`src/rtl/pulse_sequence_scheduler.sv`:
```
// Shot sequencer for the three_pulse core: latches a timing word and fires repeated
// RF_signal_valid windows with idle gaps. Optional macro PHASE_CYCLE_EN adds phase_offset.
module pulse_sequence_scheduler #(
    parameter int REP_W = 16
) (
    input  logic             clk,
    input  logic             rst,
    input  logic             start,
    input  logic             abort,
    input  logic [191:0]     cfg_timing,
    input  logic [REP_W-1:0] cfg_repeats,
    input  logic [31:0]      cfg_rep_delay,
    output logic [191:0]     pulse_timing_data,
    output logic             RF_signal_valid,
    output logic             busy,
    output logic             done,
    output logic [REP_W-1:0] shot_count
`ifdef PHASE_CYCLE_EN
    ,
    output logic [1:0]       phase_offset
`endif
);

    typedef enum logic [2:0] {IDLE, LOAD, RUN, GAP, FIN} state_t;

    state_t           state;
    logic [191:0]     timing_lat;
    logic [REP_W-1:0] repeats_lat;
    logic [31:0]      delay_lat;
    logic [34:0]      seq_cycles;
    logic [34:0]      run_cnt;
    logic [31:0]      gap_cnt;
    logic             sum_ready;
    logic [34:0]      timing_sum;
    logic [31:0]      gap_end;

    always_comb begin
        timing_sum = '0;
        for (int i = 0; i < 6; i++)
            timing_sum = timing_sum + 35'(timing_lat[i*32 +: 32]);
    end

    assign gap_end = (delay_lat == 32'd0) ? 32'd1 : delay_lat;
    assign busy    = (state != IDLE);

    // LOAD spends one cycle summing the fields and one arming the first shot,
    // which places the RF_signal_valid rise two edges after the accepted start.
    always_ff @(posedge clk or posedge rst) begin
        if (rst) begin
            state             <= IDLE;
            timing_lat        <= '0;
            repeats_lat       <= '0;
            delay_lat         <= '0;
            seq_cycles        <= '0;
            run_cnt           <= '0;
            gap_cnt           <= '0;
            sum_ready         <= 1'b0;
            pulse_timing_data <= '0;
            RF_signal_valid   <= 1'b0;
            done              <= 1'b0;
            shot_count        <= '0;
`ifdef PHASE_CYCLE_EN
            phase_offset      <= 2'd0;
`endif
        end else if (abort) begin
            state           <= IDLE;
            RF_signal_valid <= 1'b0;
            done            <= 1'b0;
            sum_ready       <= 1'b0;
        end else begin
            case (state)
                IDLE: begin
                    done <= 1'b0;
                    if (start) begin
                        timing_lat  <= cfg_timing;
                        repeats_lat <= cfg_repeats;
                        delay_lat   <= cfg_rep_delay;
                        shot_count  <= '0;
`ifdef PHASE_CYCLE_EN
                        phase_offset <= 2'd0;
`endif
                        sum_ready   <= 1'b0;
                        state       <= LOAD;
                    end
                end
                LOAD: begin
                    pulse_timing_data <= timing_lat;
                    if (!sum_ready) begin
                        seq_cycles <= (timing_sum == 35'd0) ? 35'd1 : timing_sum;
                        if (repeats_lat == '0) begin
                            state <= FIN;
                            done  <= 1'b1;
                        end else begin
                            sum_ready <= 1'b1;
                        end
                    end else begin
                        sum_ready       <= 1'b0;
                        run_cnt         <= 35'd1;
                        RF_signal_valid <= 1'b1;
                        state           <= RUN;
                    end
                end
                RUN: begin
                    if (run_cnt == seq_cycles) begin
                        RF_signal_valid <= 1'b0;
                        shot_count      <= shot_count + REP_W'(1);
`ifdef PHASE_CYCLE_EN
                        phase_offset    <= phase_offset + 2'd1;
`endif
                        if (shot_count + REP_W'(1) == repeats_lat) begin
                            state <= FIN;
                            done  <= 1'b1;
                        end else begin
                            gap_cnt <= 32'd1;
                            state   <= GAP;
                        end
                    end else begin
                        run_cnt <= run_cnt + 35'd1;
                    end
                end
                GAP: begin
                    if (gap_cnt == gap_end) begin
                        run_cnt         <= 35'd1;
                        RF_signal_valid <= 1'b1;
                        state           <= RUN;
                    end else begin
                        gap_cnt <= gap_cnt + 32'd1;
                    end
                end
                FIN: begin
                    done  <= 1'b0;
                    state <= IDLE;
                end
                default: state <= IDLE;
            endcase
        end
    end

endmodule

```
`config.mk`:
```
export PLATFORM = sky130hd
export DESIGN_NAME = pulse_sequence_scheduler
export DESIGN_NICKNAME = d
export VERILOG_FILES = /design/src/rtl/pulse_sequence_scheduler.sv
export SDC_FILE = /design/constraint.sdc
export NUM_CORES = 2
export LEC_CHECK = 0
export ABC_AREA = 1
export CAP_MARGIN = 20
export CORE_MARGIN = 2
export CORE_UTILIZATION = 45
export CTS_CLUSTER_DIAMETER = 50
export DETAILED_ROUTE_END_ITERATION = 6
export HOLD_SLACK_MARGIN = 0.02
export PLACE_DENSITY = 0.79
export SYNTH_ARGS = -nofsm -noshare
export SYNTH_HDL_FRONTEND = slang
export SYNTH_SLANG_ARGS = --single-unit
```
`constraint.sdc`:
```
create_clock -name clk -period 22 [get_ports clk]
set_input_delay 2.2 -clock clk [delete_from_list [all_inputs] [get_ports clk]]
set_output_delay 2.2 -clock clk [all_outputs]
set_load 0.005 [all_outputs]
```
* After elaboration in Yosys (flattened, before gate mapping)
Index checks and enable logic that the tools add are counted.
** Cells by class
- Add/sub/neg operators :: 8
- Equality and inequality tests :: 22
- Muxes and demuxes :: 37
- Bitwise logic cells :: 2
- Reduce and logical (&&, ||, !) cells :: 22
** Operators by type and width (number)
- 2-to-1 mux 35 bit :: 4
- 2-to-1 mux 32 bit :: 4
- one-hot mux 35 bit (3 select lines) :: 1
- adder 35 x 32 -> 35 bit :: 2
- one-hot mux 32 bit (2 select lines) :: 1
- adder 34 x 32 -> 35 bit :: 1
- adder 35 x 1 -> 35 bit, second input constant :: 1
- equality test 35 bit :: 1
- logical NOT 35 bit :: 1
- adder 33 x 32 -> 34 bit :: 1
- adder 32 x 32 -> 33 bit :: 1
- adder 32 x 1 -> 32 bit, second input constant :: 1
- equality test 32 bit :: 1
- logical NOT 32 bit :: 1
- 2-to-1 mux 16 bit :: 2
- one-hot mux 16 bit (2 select lines) :: 1
- 2-to-1 mux 3 bit :: 7
- != test 3 bit, second input constant :: 7
- adder 16 x 1 -> 16 bit, second input constant :: 1
- equality test 16 bit :: 1
- logical NOT 16 bit :: 1
- AND reduction 5 bit :: 3
- != test 2 bit, second input constant :: 7
- 2-to-1 mux 1 bit :: 13
- 16 further kinds :: 27
** Word-level totals
- Bits in registers :: 556
- Input port bits :: 244
- Logic and storage cells :: 103

* Longest topological paths before layout
- Word-level depth :: 7
- Depth in mapped cells :: 24
- Mapped depth without buffers :: 24

* Worst setup path before layout
Ideal clock, no wire load.
- Path type :: register to register
- Start :: register timing_lat[2]
- End :: register seq_cycles[0]
- Arrival time :: 3762 ps
- Data required time :: 21916 ps
- Setup slack :: 18154 ps
- Cell stages (with the launch flop) :: 25
- Buffers on the path :: 0
- Clock period less this slack :: 3846 ps
- Cell sequence :: dfrtp_1 > inv_1 > fa_1 > inv_1 > fa_1 > inv_1 > fa_1 > inv_1 > ha_1 > fa_1 > nand2_1 > a21oi_1 > nand2_1 > nand2_1 > nand2_1 > nand2_1 > nand2_1 > nand2_1 > nor2_1 > nand3_1 > nor2_1 > nand2_1 > nor2_1 > nand2_1 > a21boi_0
** On the way
- Cells in the longest elaborated chain, start to end :: 7
** Ends and longest elaborated chain
- start: declaration :: line 27 : logic [191:0] timing_lat;
- start signal: assignment :: line 75 : timing_lat <= cfg_timing;
- adder 32 x 32 -> 33 bit :: line 40 : timing_sum = timing_sum + 35'(timing_lat[i*32 +: 32]);
- adder 33 x 32 -> 34 bit :: line 40
- adder 34 x 32 -> 35 bit :: line 40
- adder 35 x 32 -> 35 bit (2 in a row) :: line 40
- logical NOT 35 bit :: line 89 : seq_cycles <= (timing_sum == 35'd0) ? 35'd1 : timing_sum;
- 2-to-1 mux 35 bit :: line 89
- end signal: assignment :: line 89
- end: declaration :: line 30 : logic [34:0] seq_cycles;
No other way between the ends.
A chain may end at the register's enable or synchronous reset.

* Worst setup path after layout
- Start :: input abort
- End :: register timing_lat[163]
** On the way
- Cells in the longest elaborated chain, start to end :: 2
** Ends and longest elaborated chain
- start: declaration :: line 9 : input logic abort,
- inverter 1 bit (no source line)
- AND reduction 3 bit (no source line)
No other way between the ends.

==> impl_metrics.py <==
metrics = {
    "run_status": {
        "run_status": "finished clean",
    },
    "yosys": {
        "ys_ff_latch": 556,
        "ys_types": 44,
        "syn_area_sq_um": 30000,
        "ys_warn_count": 0,
        "synthTopCellsByArea": "dfrtp_1 46%, nand2_1 11%, fa_1 8.6%, inv_1 6.0%, nor2_1 4.3%",
        "yosysMostFrequentCell": "nand2_1",
        "netlist_instances": 3513,
        "synth_commonest_cells": "909 x nand2_1, 556 x dfrtp_1, 481 x inv_1, 343 x nor2_1, 202 x o21ai_0",
        "synth_flop_cell": "dfrtp_1",
        "ys_seq_area_share_pct": 46.4,
        "synth.top_cell.area_share_pct": 46.4,
        "synth-async-reset-ratio_pct": 100,
        "synth_top_area_cell": "dfrtp_1",
        "syn-num-nets": 3920,
        "avgSynthCellArea_sq_um": 8.53,
        "synth_edf_count": 0,
    },
    "global_route": {
        "grt_antenna_before_repair": 0,
        "grt_pass1_wl_microns": 134000,
        "grt_pass1_vias": 24100,
        "overflow": 0,
        "grt.total_usage_pct": 25.2,
        "grt_start_max_net_pins": 157,
    },
    "place": {
        "gp_congestion": 0.920,
        "placed_area_sq_um": 35200,
        "dp_hpwl_microns": 65500,
        "io_buffers": 454,
    },
    "floorplan": {
        "core_area_sq_um": 65900,
        "fp.dieH_microns": 262,
        "dieArea_sq_um": 68700,
        "ioPinCount": 455,
        "rows": 94,
        "die_w_microns": 262,
        "start_util_pct": 45.5,
    },
    "clocking": {
        "clkLatencyLatePin_ns": 0.61,
        "numCtsBuffers": 69,
        "cts_setup_buffers": 0,
        "cts.path.max_buffers": 3,
        "cts-resized-gates": 0,
        "clock-sinks": 556,
        "cts_tree": "done",
        "hold_buffers": 0,
        "cts_htree_levels": 3,
        "clock-root-buffer": "clkbuf_16",
        "cts.clk_slew.worst_paths_ns": 0.06,
    },
    "timing": {
        "period_share_pct": 25.4,
        "setup_viol": 0,
        "slew_headroom_pct": 27.7,
        "timing.fmax_mhz": 179,
        "rsz0062_at_grt": "no",
        "fin_skew_ns": 0.0249,
        "fin_setup_tns_ns": 0,
        "slew_violations": 0,
        "min_period_ns": 5.58,
        "hold_viol_final": 0,
        "tightestPinTransition_ns": 1.08,
    },
    "cells_and_area": {
        "final_area_sq_um": 37500,
        "n_antenna_cell": 0,
        "nNetsFinal": 4326,
        "seq_area_sq_um": 13900,
        "area_growth_pct": 25.2,
        "final_layout_size_suffix_gt1_share_pct": 6.82,
        "multi_input_area_sq_um": 13700,
        "fillerInstances": 5725,
    },
    "setup_path": {
        "critPathMaxStageDelay_ns": 0.85,
        "path_class": "in2reg",
        "start_kind": "input pin",
        "required_ns": 22.48,
        "end_kind": "flip-flop",
        "cp_common_cell": "buf_4",
        "crit_chain": "clkdlybuf4s50_1 -> inv_1 -> nand3_4 -> buf_4 -> buf_4 -> mux2_2",
        "slowest_stage": "buf_4",
        "crit_fanout": 76,
        "cp_data_arrival_time_ns": 6.06,
    },
    "flow_run": {
        "max_cap_violations": 0,
    },
    "drt": {
        "avgRoutedWirePerCell_microns": 18.1,
        "wl_microns": 87300,
        "vias": 24500,
        "drt-pass1-iter-count": 6,
        "viasPerCell": 5.08,
        "drc": 0,
        "ant_nets": 0,
        "drt-initial-drc-count": 1841,
    },
    "min_path": {
        "hp-class": "reg2reg",
    },
}
## cell usage in the layout (no fill, tap or decap), types with 35 or more instances in the layout
master,count
nor2_1,341
mux2_2,100
a21oi_1,182
ha_1,35
nand2_1,909
xnor2_1,42
dfrtp_1,556
clkdlybuf4s50_1,454
xor2_1,63
inv_1,479
nand3_1,122
clkbuf_16,70
o21ai_0,202
nor3_1,37
nand4_1,70
fa_1,128
## cell families (layout without fill, tap and decap cells)
kind of cell,Yosys count,after routing,synth area share [%]
XOR/XNOR,105,105,3.07
multiplexers,100,100,3.76
AND/OR/NAND/NOR,1559,1559,21.7
AO/OA/AOI/OAI,408,408,6.95
adder cells (fa/ha/maj),163,163,10.0
flip-flops,556,556,46.4
buffers and inverters,622,1081,8.03
## through the flow
step / setup WS [ns] / hold slack, ns / utilization (%) / std cells
3_3_place_gp: 15.85 / 0.456 / 53.4 / 4712
4_1_cts: 16.45 / 0.472 / 56.9 / 4836
3_5_place_dp: 15.80 / 0.459 / 53.4 / 4712
2_1_floorplan: 4.25 / 0.465 / - / 3513
5_1_grt: 16.01 / 0.488 / 56.9 / 4836
6_report: 16.42 / 0.469 / 56.9 / 4836
## state kept, by name (all words and copies together) (netlist names), 3 cells and up
name               flops
state                  3
seq_cycles            35
pulse_timing_data    192
gap_cnt               32
timing_lat           192
shot_count            16
run_cnt               35
repeats_lat           16
delay_lat             32
## worst paths after layout
check / startpoint / endpoint / slack (ns) / cells after the start
max in group asynchronous: rst / timing_lat[28]$_DFFE_PP0P_ / 16.60 / 5
max: abort / timing_lat[163]$_DFFE_PP0P_ / 16.42 / 6
max reg2reg: timing_lat[2]$_DFFE_PP0P_ / seq_cycles[0]$_DFFE_PP0P_ / 17.42 / 22
min in group asynchronous: rst / repeats_lat[11]$_DFFE_PP0P_ / 2.15 / 2
min: pulse_timing_data[174]$_DFFE_PP0P_ / pulse_timing_data[174]$_DFFE_PP0P_ / 0.47 / 2
min reg2reg: pulse_timing_data[174]$_DFFE_PP0P_ / pulse_timing_data[174]$_DFFE_PP0P_ / 0.47 / 2
## cell type report
type                    count  share of cell area [%]
flip-flops and latches    556                    37.1
multi-input cells        2335                    36.4
repair buffers            471                    12.5
clock buffers              92                    5.21
inverters                 486                    4.90
well taps                 864                    2.88
clock inverters            32                   0.977
## metal layers
layer  vias up  GRT usage [%]  part of all wire [%]
met5         -              0                     0
met4         0           10.0                   3.7
met3       155           3.76                   5.4
met2       753           42.5                    49
met1     11800           32.9                    41
li1      11800              -                     -
## critical path: cells and delay by family
kind | cells | cell delay [ns]
and+or+nand+nor | 1 | 0.65
buffers and inverters | 4 | 2.64
muxes | 1 | 0.42
Power is not shown: default switching activity piles up to over one toggle a cycle in this logic, so the estimate is an artifact.
